--- src/rtl/alu_seq_pkg.sv ---
// Shared definitions for the sequential ALU: op codes, FSM states, flag positions.
package alu_seq_pkg;

  typedef enum logic [3:0] {
    OP_AND   = 4'b0000,
    OP_OR    = 4'b0001,
    OP_ADD   = 4'b0010,
    OP_SUB   = 4'b0110,
    OP_SLT   = 4'b0111,
    OP_XOR   = 4'b1000,
    OP_SLTU  = 4'b1001,
    OP_MUL   = 4'b1010,
    OP_MULHU = 4'b1011,
    OP_DIVU  = 4'b1100,
    OP_REMU  = 4'b1101
  } op_e;

  typedef enum logic [1:0] {
    ST_IDLE,
    ST_BUSY,
    ST_DONE
  } state_e;

  // Bit positions inside flags = {N, Z, C, V}
  localparam int FLAG_N = 3;
  localparam int FLAG_Z = 2;
  localparam int FLAG_C = 1;
  localparam int FLAG_V = 0;

  function automatic logic is_multi(input logic [3:0] op);
    return (op == OP_MUL) || (op == OP_MULHU) || (op == OP_DIVU) || (op == OP_REMU);
  endfunction

endpackage

--- src/rtl/alu_seq_if.sv ---
// Request/response handshake bundle between an ALU client and alu_seq.
interface alu_seq_if #(
  parameter int WIDTH = 32
);
  import alu_seq_pkg::*;

  logic             in_valid;
  logic             in_ready;
  logic [WIDTH-1:0] a;
  logic [WIDTH-1:0] b;
  logic [3:0]       op;
  logic             out_valid;
  logic             out_ready;
  logic [WIDTH-1:0] result;
  logic [3:0]       flags;
  logic             illegal;

  modport master (
    output in_valid, a, b, op, out_ready,
    input  in_ready, out_valid, result, flags, illegal
  );

  modport slave (
    input  in_valid, a, b, op, out_ready,
    output in_ready, out_valid, result, flags, illegal
  );

endinterface

--- src/rtl/alu_seq_muldiv.sv ---
// Iterative unsigned multiply (shift-add) and restoring divide, one step per clock.
module alu_seq_muldiv #(
  parameter int WIDTH = 32
) (
  input  logic             clk,
  input  logic             rst,
  input  logic             start,
  input  logic             is_div,
  input  logic             sel_hi,
  input  logic [WIDTH-1:0] a,
  input  logic [WIDTH-1:0] b,
  output logic             done,
  output logic [WIDTH-1:0] result
);

  localparam int CW = $clog2(WIDTH) + 1;
  localparam logic [CW-1:0] LAST_STEP = CW'(WIDTH - 1);

  logic             busy_reg;
  logic             is_div_reg;
  logic             sel_hi_reg;
  logic [CW-1:0]    count_reg;
  logic [WIDTH-1:0] hi_reg;
  logic [WIDTH-1:0] lo_reg;
  logic [WIDTH-1:0] opnd_reg;

  logic [WIDTH:0]   mul_sum;
  logic [WIDTH:0]   rem_shift;
  logic [WIDTH:0]   rem_diff;
  logic             q_bit;
  logic [WIDTH-1:0] hi_next;
  logic [WIDTH-1:0] lo_next;

  // hi/lo hold {product high, product low} for multiply and {remainder, quotient} for divide.
  always_comb begin
    mul_sum   = {1'b0, hi_reg} + (lo_reg[0] ? {1'b0, opnd_reg} : '0);
    rem_shift = {hi_reg, lo_reg[WIDTH-1]};
    rem_diff  = rem_shift - {1'b0, opnd_reg};
    q_bit     = ~rem_diff[WIDTH];
    if (is_div_reg) begin
      hi_next = q_bit ? rem_diff[WIDTH-1:0] : rem_shift[WIDTH-1:0];
      lo_next = {lo_reg[WIDTH-2:0], q_bit};
    end else begin
      hi_next = mul_sum[WIDTH:1];
      lo_next = {mul_sum[0], lo_reg[WIDTH-1:1]};
    end
  end

  // The final step's outcome is offered directly so the caller can latch it on that same edge.
  assign done   = busy_reg && (count_reg == LAST_STEP);
  assign result = sel_hi_reg ? hi_next : lo_next;

  always_ff @(posedge clk) begin
    if (rst) begin
      busy_reg   <= 1'b0;
      is_div_reg <= 1'b0;
      sel_hi_reg <= 1'b0;
      count_reg  <= '0;
      hi_reg     <= '0;
      lo_reg     <= '0;
      opnd_reg   <= '0;
    end else if (start) begin
      busy_reg   <= 1'b1;
      is_div_reg <= is_div;
      sel_hi_reg <= sel_hi;
      count_reg  <= '0;
      hi_reg     <= '0;
      lo_reg     <= is_div ? a : b;
      opnd_reg   <= is_div ? b : a;
    end else if (busy_reg) begin
      hi_reg <= hi_next;
      lo_reg <= lo_next;
      if (count_reg == LAST_STEP) begin
        busy_reg  <= 1'b0;
        count_reg <= '0;
      end else begin
        count_reg <= count_reg + 1'b1;
      end
    end
  end

endmodule

--- src/rtl/alu_seq.sv ---
// Sequential ALU: single-cycle logic/arith ops, iterative mul/div, valid/ready on both sides.
module alu_seq
  import alu_seq_pkg::*;
#(
  parameter int WIDTH = 32
) (
  input  logic       clk,
  input  logic       rst,
  alu_seq_if.slave   bus
);

  state_e           state_reg;
  logic [WIDTH-1:0] result_reg;
  logic [3:0]       flags_reg;
  logic             illegal_reg;

  logic             accept;
  logic             md_start;
  logic             md_done;
  logic [WIDTH-1:0] md_result;
  logic [3:0]       md_flags;

  logic [WIDTH-1:0] and_v;
  logic [WIDTH-1:0] or_v;
  logic [WIDTH-1:0] xor_v;
  logic             is_sub;
  logic [WIDTH-1:0] b_eff;
  logic [WIDTH:0]   add_full;
  logic             add_ovf;
  logic             slt_v;
  logic             sltu_v;
  logic [WIDTH-1:0] sc_result_next;
  logic [3:0]       sc_flags_next;
  logic             sc_illegal_next;

  assign bus.in_ready  = (state_reg == ST_IDLE);
  assign bus.out_valid = (state_reg == ST_DONE);
  assign bus.result    = result_reg;
  assign bus.flags     = flags_reg;
  assign bus.illegal   = illegal_reg;

  assign accept   = bus.in_valid && (state_reg == ST_IDLE);
  assign md_start = accept && is_multi(bus.op);

  genvar gi;
  generate
    for (gi = 0; gi < WIDTH; gi++) begin : g_bitwise
      assign and_v[gi] = bus.a[gi] & bus.b[gi];
      assign or_v[gi]  = bus.a[gi] | bus.b[gi];
      assign xor_v[gi] = bus.a[gi] ^ bus.b[gi];
    end
  endgenerate

  always_comb begin
    is_sub   = (bus.op == OP_SUB);
    b_eff    = is_sub ? ~bus.b : bus.b;
    add_full = {1'b0, bus.a} + {1'b0, b_eff} + {{WIDTH{1'b0}}, is_sub};
    add_ovf  = (bus.a[WIDTH-1] == b_eff[WIDTH-1]) && (add_full[WIDTH-1] != bus.a[WIDTH-1]);
    // Direct signed compare stays correct where the sign of A-B would be fooled by overflow.
    slt_v    = $signed(bus.a) < $signed(bus.b);
    sltu_v   = bus.a < bus.b;

    sc_result_next  = '0;
    sc_illegal_next = 1'b0;
    sc_flags_next   = 4'b0000;
    case (bus.op)
      OP_AND:  sc_result_next = and_v;
      OP_OR:   sc_result_next = or_v;
      OP_XOR:  sc_result_next = xor_v;
      OP_ADD,
      OP_SUB: begin
        sc_result_next        = add_full[WIDTH-1:0];
        sc_flags_next[FLAG_C] = add_full[WIDTH];
        sc_flags_next[FLAG_V] = add_ovf;
      end
      OP_SLT:  sc_result_next = {{(WIDTH-1){1'b0}}, slt_v};
      OP_SLTU: sc_result_next = {{(WIDTH-1){1'b0}}, sltu_v};
      default: sc_illegal_next = 1'b1;
    endcase
    sc_flags_next[FLAG_N] = sc_result_next[WIDTH-1];
    sc_flags_next[FLAG_Z] = (sc_result_next == '0);
  end

  always_comb begin
    md_flags         = 4'b0000;
    md_flags[FLAG_N] = md_result[WIDTH-1];
    md_flags[FLAG_Z] = (md_result == '0);
  end

  alu_seq_muldiv #(
    .WIDTH (WIDTH)
  ) u_muldiv (
    .clk    (clk),
    .rst    (rst),
    .start  (md_start),
    .is_div ((bus.op == OP_DIVU) || (bus.op == OP_REMU)),
    .sel_hi ((bus.op == OP_MULHU) || (bus.op == OP_REMU)),
    .a      (bus.a),
    .b      (bus.b),
    .done   (md_done),
    .result (md_result)
  );

  always_ff @(posedge clk) begin
    if (rst) begin
      state_reg   <= ST_IDLE;
      result_reg  <= '0;
      flags_reg   <= 4'b0000;
      illegal_reg <= 1'b0;
    end else begin
      case (state_reg)
        ST_IDLE: begin
          if (accept) begin
            if (is_multi(bus.op)) begin
              state_reg <= ST_BUSY;
            end else begin
              state_reg   <= ST_DONE;
              result_reg  <= sc_result_next;
              flags_reg   <= sc_flags_next;
              illegal_reg <= sc_illegal_next;
            end
          end
        end
        ST_BUSY: begin
          if (md_done) begin
            state_reg   <= ST_DONE;
            result_reg  <= md_result;
            flags_reg   <= md_flags;
            illegal_reg <= 1'b0;
          end
        end
        ST_DONE: begin
          if (bus.out_ready) begin
            state_reg <= ST_IDLE;
          end
        end
        default: state_reg <= ST_IDLE;
      endcase
    end
  end

endmodule
--- src/flat_wrapper.sv ---
// flat-port wrapper written by rule: the top's interface ports become plain ports
module alu_seq_flat import alu_seq_pkg::*;
#(
  parameter int WIDTH = 32
)
  (clk, rst, bus_in_valid, bus_a, bus_b, bus_op, bus_out_ready, bus_in_ready, bus_out_valid, bus_result, bus_flags, bus_illegal);
  alu_seq_if #(.WIDTH(WIDTH)) bus_i ();
  input  logic clk;
  input  logic rst;
  input wire logic [$bits(bus_i.in_valid)-1:0] bus_in_valid;
  input wire logic [$bits(bus_i.a)-1:0] bus_a;
  input wire logic [$bits(bus_i.b)-1:0] bus_b;
  input wire logic [$bits(bus_i.op)-1:0] bus_op;
  input wire logic [$bits(bus_i.out_ready)-1:0] bus_out_ready;
  output wire logic [$bits(bus_i.in_ready)-1:0] bus_in_ready;
  output wire logic [$bits(bus_i.out_valid)-1:0] bus_out_valid;
  output wire logic [$bits(bus_i.result)-1:0] bus_result;
  output wire logic [$bits(bus_i.flags)-1:0] bus_flags;
  output wire logic [$bits(bus_i.illegal)-1:0] bus_illegal;
  assign bus_i.in_valid = bus_in_valid;
  assign bus_i.a = bus_a;
  assign bus_i.b = bus_b;
  assign bus_i.op = bus_op;
  assign bus_i.out_ready = bus_out_ready;
  assign bus_in_ready = bus_i.in_ready;
  assign bus_out_valid = bus_i.out_valid;
  assign bus_result = bus_i.result;
  assign bus_flags = bus_i.flags;
  assign bus_illegal = bus_i.illegal;
  alu_seq #(.WIDTH(WIDTH)) u_core (.clk(clk), .rst(rst), .bus(bus_i));
endmodule
--- config.mk ---
export PLATFORM = sky130hd
export DESIGN_NAME = alu_seq_flat
export DESIGN_NICKNAME = d
export VERILOG_FILES = /design/src/rtl/alu_seq_pkg.sv /design/src/rtl/alu_seq_if.sv /design/src/rtl/alu_seq_muldiv.sv /design/src/rtl/alu_seq.sv /design/src/flat_wrapper.sv
export SDC_FILE = /design/constraint.sdc
export NUM_CORES = 1
export LEC_CHECK = 0
export CAP_MARGIN = 5
export CORE_MARGIN = 10
export CORE_UTILIZATION = 55
export DETAILED_ROUTE_END_ITERATION = 8
export PLACE_DENSITY = 0.75
export RECOVER_POWER = 50
export SYNTH_ARGS = -nofsm -noshare
export SYNTH_HDL_FRONTEND = slang
export SYNTH_SLANG_ARGS = --single-unit
--- constraint.sdc ---
create_clock -name clk -period 11.7 [get_ports clk]
set_input_delay 2.34 -clock clk [delete_from_list [all_inputs] [get_ports clk]]
set_output_delay 2.34 -clock clk [all_outputs]
set_load 0.01 [all_outputs]
==> results of run 1 <==
layout by cell type, fill, tap and decap left out, types with 10 or more instances in the layout:
cell,n
nor2_1,326
a21oi_1,253
ha_1,195
nand2_1,147
dfxtp_1,141
inv_1,133
a211oi_1,111
o21ai_0,104
mux2i_1,82
xnor2_1,76
clkdlybuf4s50_1,68
and2_1,46
dlygate4sd3_1,41
xor2_1,37
a21o_1,35
nand3_1,29
nor3_1,28
o211ai_1,24
nand4_1,22
a31oi_1,22
nand2b_1,22
o21a_1,21
nor2b_1,20
nor4_1,18
a22oi_1,17
clkbuf_16,17
mux2_2,16
buf_4,16
a221oi_1,15
a211o_1,10
power by group:
part	leakage [nW]	internal [W]	switching, W	total [W]
combinational	6.20	0.000306	0.000480	0.000785
sequential	1.17	0.000520	0.0000341	0.000554
clock	0.289	0.000345	0.000227	0.000572
worst max-delay path: cells and delay by family:
family | cells | cell delay, ns
AOI/OAI and AO/OA | 2 | 1.28
and+or+nand+nor | 2 | 0.92
buffers and inverters | 2 | 3.50
cell families after synthesis:
group	count (synthesis)	share of synthesized area, %
muxes	100	6.41
adders and majority gates	198	15.3
and+or+nand+nor	704	19.7
DFF	143	17.5
xor gates and xnor gates	113	6.06
buffers and inverters	279	6.60
AOI/OAI and AO/OA	715	28.4
final cells by class:
type / instances / share of cell area, %
timing repair buffer: 129 / 6.77
tap: 390 / 2.69
clock buffer: 21 / 2.54
sequential: 143 / 15.8
clock inverter: 10 / 0.760
inverter: 134 / 2.78
multi-input combinational: 1830 / 68.6
worst paths after layout:
path | slack (ns) | to | cells after the start
max | 3.89 | u_core.u_muldiv.lo_reg[28] | 6
min | 0.45 | u_core.bus.result[13] | 2
max reg2reg | 6.16 | u_core.bus.flags[2] | 16
min reg2reg | 0.45 | u_core.bus.result[13] | 2
per-layer routing:
metal	vias up	wire length (µm)	track usage [%]
li1	8068	-	-
met1	7736	25700	42.0
met2	706	23100	43.0
met3	87	4680	4.61
met4	0	1890	10.5
met5	-	0	0
stage by stage:
| stage | hold slack (ns) | cell area [µm²] | total power, W | utilization (%) |
|---|---|---|---|---|
| after global routing | 0.469 | 18100 | 0.00200 | 61.4 |
| final | 0.452 | 18100 | 0.00191 | 61.4 |
| after global placement | 0.440 | 17500 | 0.00132 | 59.5 |
| after detailed placement | 0.449 | 17500 | 0.00133 | 59.5 |
| after floorplan | 0.462 | 16300 | 0.00110 | - |
| after CTS | 0.457 | 18100 | 0.00190 | 61.5 |
==> impl_metrics.toml, run 1 <==
[floorplanning]
fp-row-count = 63
coreArea_um2 = 29500
die_area_um2 = 37000
initial_core_util_pct = 55.4
die_x_um = 192
ioPinCount = 111
die_h_um = 192

[detailed_routing]
drt-initial-drc-count = 1794
routed_wl_um = 55500
wl_per_cell_um = 20.9
viasPerCell = 6.25
final_antenna_net_count = 0
drt_pass1_iterations = 6
num_vias = 16597
drc_errors = 0

[synthesis]
ys_types = 86
synth_top_flop_cell = "dfxtp_1"
ys_top_cells_by_count = "326 x nor2_1, 253 x a21oi_1, 195 x ha_1, 147 x nand2_1, 143 x dfxtp_1"
ys_ff_latch = 143
synth-seq-area-share_pct = 17.5
yosys.area.top_type = "dfxtp_1"
yosysWarnings = 0
synth_area_um2 = 16300
synth_edf_count = 0
synth_fp_nets = 2522
synth_top_area_share_pct = 17.5
syn_avg_cell_area_um2 = 7.25
synth_area_leaders = "dfxtp_1 18%, ha_1 15%, a21oi_1 7.8%"
synth_most_common_cell = "nor2_1"
async_reset_ff_share_pct = 0
synthCells = 2252

[setup_path]
critPathCaptureType = "flop"
start_kind = "input port"
crit_type = "in -> reg"
r2r_start = "u_core.u_muldiv.lo_reg[0]"
arrival_ns = 8.11
required_ns = 11.99
worst_path_max_delay_cell = "clkbuf_1"
path_max_fanout = 97
path_cells = "dlygate4sd3_1, nand3b_1, clkbuf_1, o21ai_0, a21oi_1, nor2_1"
critPathMaxStageDelay_ns = 2.75
critPathLaunch = "bus_op[1]"

[timing]
slew_violations = 130
worst_slew_pin_slew_ns = 3.83
fmax_mhz = 128
min_period_ns = 7.81
rsz0062_at_grt = "no"
fin_crit_sh_pct = 66.8
finClkSkew_ns = 0.0121
fin_tns_setup_ns = 0
final-hold-violation-count = 0
worst_slack_ns = 3.89
setup_viol = 0
slew_headroom_pct = -155

[pwr]
power_leakage_nw = 7.65
ir_drop_mv = 0.0952
power_density_nw_per_um2 = 105

[cts]
htreeDepth = 4
clock-root-buffer = "clkbuf_16"
postCtsResizedCells = 0
cts_tree = "built"
clk_latency_ns = 0.44
numCtsBuffers = 17
hold_buffers = 0
postCtsSetupBuffers = 0
clk_pin_slew_ns = 0.07
cts_buffer_depth = 2
cts_num_sinks = 143

[layout]
drive_above_1_share_pct = 4.32
nFillCells = 2753
area_growth_pct = 11.0
nets = 2525
multiInputGateArea_um2 = 12400
seq_area_um2 = 2870
layout.cells.non_filler = 2657
antenna-diode-count = 0

[min_path]
min-delay-path-class = "reg -> reg"
hp-start = "u_core.bus.result[13]"

[grt]
grt_usage_pct = 29.2
grt_max_degree = 104
grt.overflow.total = 0
grt_pass1_vias = 15090
grt_first_pass_wirelength_um = 85700
antenna_found_initial = 0

[place]
pre_cts_ws_ns = 3.98
gp_congestion = 0.986
dp.cells = 2626
port_buffers = 110
dp_hpwl_um = 43000

[run]
maxCapViolations = 2

[run_status]
violations = "capacitance limit, slew limit"
outcome = "finished with violations"
Power figures use the tool's default switching activity.
==> run 2, diff against run 1 <==
==> constraint.sdc (replaced) <==
create_clock -name clk -period 8 [get_ports clk]
set_input_delay 1.6 -clock clk [delete_from_list [all_inputs] [get_ports clk]]
set_output_delay 1.6 -clock clk [all_outputs]
set_load 0.01 [all_outputs]
==> run 2 against run 1 <==
Effect of this change: the flow still finishes with violations (capacitance limit, slew limit); via count up 0.93%; worst setup slack got worse by 3.3 ns; register-to-register slack lost 4.0 ns; sequential share of layout area decreased by 0.054 points; first-iteration DRC count is 2.1% higher; worst hold slack better by 0.0018 ns; global-route usage increased by 0.21 points; non-clock buffer count is the same.
==> impl_metrics.toml, run 2 (synthesis results as in run 1) <==
[cts]
cts_buffer_depth = 2
clk_pin_slew_ns = 0.06
cts_num_sinks = 143
cts_tree = "built"
clock-root-buffer = "clkbuf_16"
clk_latency_ns = 0.44
hold_buffers = 0
postCtsSetupBuffers = 0
htreeDepth = 4
numCtsBuffers = 17
postCtsResizedCells = 0

[detailed_routing]
wl_per_cell_um = 21.1
viasPerCell = 6.30
drt-initial-drc-count = 1832
final_antenna_net_count = 0
num_vias = 16752
drc_errors = 0
drt_pass1_iterations = 6
routed_wl_um = 56100

[layout]
final_cell_mix = "326 x nor2_1, 253 x a21oi_1, 195 x ha_1"
drive_above_1_share_pct = 4.45
layout.cells.non_filler = 2660
nFillCells = 2739
area_growth_pct = 11.3
nets = 2525
mostFrequentLayoutCell = "nor2_1"
final_area_um2 = 18200

[setup_path]
ff2ff_path_depth = 14
r2r_start = "u_core.u_muldiv.count_reg[0]"
arrival_ns = 7.71
required_ns = 8.34
crit_type = "in -> reg"
regToRegEndpoint = "u_core.bus.flags[2]"
r2r_slack_ns = 2.13
critPathLaunch = "bus_op[2]"
critPathCapture = "u_core.bus.flags[2]"
path_max_fanout = 45
critPathCaptureType = "flop"
start_kind = "input port"

[grt]
antenna_found_initial = 1
grt_pass1_vias = 15283
grt_first_pass_wirelength_um = 86700
grt_max_degree = 101
busiest_layer = "met2"
grt.overflow.total = 0
grt.met3_usage_pct = 4.35
grt_usage_pct = 29.4
gr-usage-met2_pct = 43.4
use_met1_pct = 42.9

[pwr]
power.switching_w = 0.00110
pwr-share-comb_pct = 40.3
netSwitchingFraction_pct = 38.3
ir_drop_mv = 0.123
p_int_w = 0.00177
power_density_nw_per_um2 = 158
p_clk_share_pct = 31.5
power_leakage_nw = 7.68
p_seq_share_pct = 28.2

[timing]
slew_headroom_pct = -49.6
worst_slew_pin_slew_ns = 2.24
worst_slack_ns = 0.626
fin_crit_sh_pct = 92.2
final-hold-violation-count = 0
finClkSkew_ns = 0.0103
fmax_mhz = 136
rsz0062_at_grt = "no"
slew_violations = 128
min_period_ns = 7.37
setup_viol = 0
fin_tns_setup_ns = 0

[place]
dp_hpwl_um = 43500
place_area_um2 = 17500
gp_congestion = 0.989
dp.cells = 2626
pre_cts_ws_ns = 0.914
port_buffers = 110

[min_path]
min-delay-path-class = "reg -> reg"
worstHoldPathCells = 2

[floorplanning]
die_area_um2 = 37000
ioPinCount = 111
fp-row-count = 63
initial_core_util_pct = 55.4
die_x_um = 192
coreArea_um2 = 29500
die_h_um = 192

[run_status]
violations = "capacitance limit, slew limit"
outcome = "finished with violations"

[run]
maxCapViolations = 3
-- run 2: cell count changes in the layout (fill, tap and decap cells not counted) --
cell / before / now
buf_4: 16 / 17
clkdlybuf4s50_1: 68 / 69
clkinv_4: 2 / 0
clkbuf_8: 2 / 1
clkinvlp_4: 2 / 3
inv_6: 0 / 3
bufinv_16: 3 / 5
diode_2: 0 / 2
dlygate4sd3_1: 41 / 40
clkbuf_1: 6 / 4
clkinv_2: 3 / 2
-- run 2: power by group through the flow --
stage                     registers (W)  logic (W)  clock network (W)
after detailed placement       0.000824    0.00113                  0
final                          0.000810    0.00116           0.000904
after global routing           0.000815    0.00126           0.000934
after CTS                      0.000809    0.00114           0.000907
after floorplan                0.000808   0.000795                  0
after global placement         0.000823    0.00111                  0
-- run 2: how the worst min path moves through the flow --
stage | from | end | slack, ns
final | u_core.bus.result[13] | u_core.bus.result[13] | 0.45
after global routing | u_core.bus.result[28] | u_core.bus.result[28] | 0.48
after CTS | u_core.bus.result[2] | u_core.bus.result[2] | 0.46
after detailed placement | u_core.bus.result[27] | u_core.bus.result[27] | 0.45
after global placement | u_core.bus.result[2] | u_core.bus.result[2] | 0.44
after floorplan | u_core.u_muldiv.count_reg[1] | u_core.u_muldiv.count_reg[1] | 0.46
-- run 2: area by class of cell --
type	instances	area, µm²	area share (%)
multi-input combinational	1830	12400	68.4
antenna	2	5.00	0.0275
timing repair buffer	129	1230	6.77
clock buffer	19	443	2.44
clock inverter	13	209	1.15
sequential	143	2870	15.8
inverter	134	503	2.77
tap	390	488	2.68
-- run 2: per-stage QoR --
stage / util [%] / hold WS, ns / total power [W]
2_1_floorplan: - / 0.462 / 0.00160
3_3_place_gp: 59.5 / 0.441 / 0.00193
3_5_place_dp: 59.5 / 0.449 / 0.00195
4_1_cts: 61.7 / 0.459 / 0.00285
5_1_grt: 61.6 / 0.475 / 0.00301
6_report: 61.7 / 0.454 / 0.00287
-- run 2: critical path: stages --
cell and delay, ns:
dlygate4sd3_1 0.80, xor2_1 0.20, a211o_1 0.45, a21oi_4 0.18, clkbuf_1 1.60, o21ai_0 0.84, nor4_1 0.44, and3_1 0.23
nand4b_1 0.12, nor4_1 0.41, nand4_1 0.17, nor4_1 0.37, nand4_1 0.17, o211ai_2 0.10
-- run 2: metal layers --
layer / wire length [µm] / up-vias
met3: 4610 / 79
met2: 23500 / 776
li1: - / 8079
met5: 0 / -
met1: 26500 / 7818
met4: 1520 / 0
==> run 3, diff against run 2 <==
--- a/config.mk
+++ b/config.mk
@@ -11,6 +11,7 @@
 export DETAILED_ROUTE_END_ITERATION = 8
 export PLACE_DENSITY = 0.75
 export RECOVER_POWER = 50
+export REMOVE_ABC_BUFFERS = 1
 export SYNTH_ARGS = -nofsm -noshare
 export SYNTH_HDL_FRONTEND = slang
 export SYNTH_SLANG_ARGS = --single-unit
==> run 3 against run 2 <==
Effect of this change: the flow still finishes with violations (capacitance limit, slew limit); worst hold slack improved by 0.0029 ns; via count increased by 0.59%; clock skew increased by 0.0016 ns; combinational power about the same.
==> impl_metrics.toml, run 3 (synthesis results as in run 1) <==
[timing]
fin_tns_setup_ns = 0
setup_viol = 0
worst_slew_pin_slew_ns = 2.54
rsz0062_at_grt = "no"
holdWs_ns = 0.457
slew_headroom_pct = -69.0
final-hold-violation-count = 0
fin_crit_sh_pct = 80.6
slew_violations = 121
min_period_ns = 6.45
finClkSkew_ns = 0.0119
fmax_mhz = 155

[cts]
cts_buffer_depth = 2
hold_buffers = 0
postCtsSetupBuffers = 0
cts_num_sinks = 143
clock-root-buffer = "clkbuf_16"
clk_pin_slew_ns = 0.06
postCtsResizedCells = 0
cts_tree = "built"
clk_latency_ns = 0.44
htreeDepth = 4
numCtsBuffers = 17

[detailed_routing]
drt-initial-drc-count = 1760
wl_per_cell_um = 21.1
final_antenna_net_count = 0
drt_pass1_iterations = 5
num_vias = 16850
drc_errors = 0
routed_wl_um = 56100
viasPerCell = 6.33

[grt]
grt_pass1_vias = 15260
grt.overflow.total = 0
grt_first_pass_wirelength_um = 86800
grt_max_degree = 107
grt_usage_pct = 29.5
antenna_found_initial = 1

[floorplanning]
fp-row-count = 63
die_x_um = 192
die_area_um2 = 37000
initial_core_util_pct = 55.4
die_h_um = 192
ioPinCount = 111
coreArea_um2 = 29500

[setup_path]
ff2ff_path_depth = 16
crit_type = "in -> reg"
required_ns = 8.27
critPathCaptureType = "flop"
arrival_ns = 6.72
path_max_fanout = 61
start_kind = "input port"
r2r_slack_ns = 2.88
regToRegEndpoint = "u_core.bus.flags[2]"
r2r_start = "u_core.u_muldiv.lo_reg[31]"

[min_path]
hp-start = "u_core.bus.flags[1]"
min-delay-path-class = "reg -> reg"
worstHoldPathCells = 2
holdPathEnd = "u_core.bus.flags[1]"

[layout]
final_area_um2 = 18100
antenna-diode-count = 0
drive_above_1_share_pct = 4.49
final_cell_mix = "326 x nor2_1, 253 x a21oi_1, 195 x ha_1"
area_growth_pct = 11.1
nets = 2530
mostFrequentLayoutCell = "nor2_1"
layout.cells.non_filler = 2662

[pwr]
ir_drop_mv = 0.142
power_density_nw_per_um2 = 154
p_total_w = 0.00280
power_leakage_nw = 7.67

[place]
dp.cells = 2631
port_buffers = 110
place_area_um2 = 17600
gp_congestion = 0.945
dp_hpwl_um = 43600

[run]
maxCapViolations = 3

[run_status]
violations = "capacitance limit, slew limit"
outcome = "finished with violations"
-- run 3: layout make-up --
| cell class | instances | area [µm²] |
|---|---|---|
| clock buffers | 20 | 457 |
| clock inverters | 11 | 141 |
| fillers | 2797 | 11300 |
| inverters | 134 | 503 |
| multi-input cells | 1830 | 12400 |
| flip-flops and latches | 143 | 2870 |
| well taps | 390 | 488 |
| repair buffers | 134 | 1250 |
-- run 3: per-layer routing --
layer	GRT usage, %	wire, µm	vias to the layer above
met5	0	0	-
met4	8.71	1390	0
met3	3.83	4770	62
met2	44.0	24100	765
met1	43.1	25900	7951
li1	-	-	8072
-- run 3: power breakdown --
part | switching, W | total [W] | internal, W | leakage [nW]
logic | 0.000707 | 0.00115 | 0.000447 | 6.21
registers | 0.0000505 | 0.000810 | 0.000760 | 1.17
clock network | 0.000333 | 0.000836 | 0.000503 | 0.288
total | 0.00109 | 0.00280 | 0.00171 | 7.67
-- run 3: worst max path at each step --
stage,startpoint,cells past startpoint,to,slack (ns)
floorplan,bus_op[1],7,u_core.u_muldiv.hi_reg[5],-1.35
global placement,bus_op[0],18,u_core.bus.flags[2],1.36
detailed placement,bus_op[0],17,u_core.bus.flags[2],1.34
CTS,bus_op[0],17,u_core.bus.flags[2],1.77
global route,bus_op[3],8,u_core.u_muldiv.lo_reg[11],1.22
finish,bus_op[3],8,u_core.u_muldiv.opnd_reg[4],1.55
-- run 3: worst max-delay path: stages --
cell,delay [ns]
dlygate4sd3_1,0.66
clkbuf_1,0.41
nand3b_1,0.49
clkbuf_1,1.85
clkbuf_2,1.07
nor2_1,0.08
a21oi_1,0.39
a211oi_1,0.13
-- run 3: per-stage QoR --
| step | utilization (%) | worst slack (ns) |
|---|---|---|
| floorplan | - | -1.35 |
| global placement | 59.6 | 1.36 |
| detailed placement | 59.6 | 1.34 |
| CTS | 61.6 | 1.77 |
| global route | 61.5 | 1.22 |
| finish | 61.5 | 1.55 |
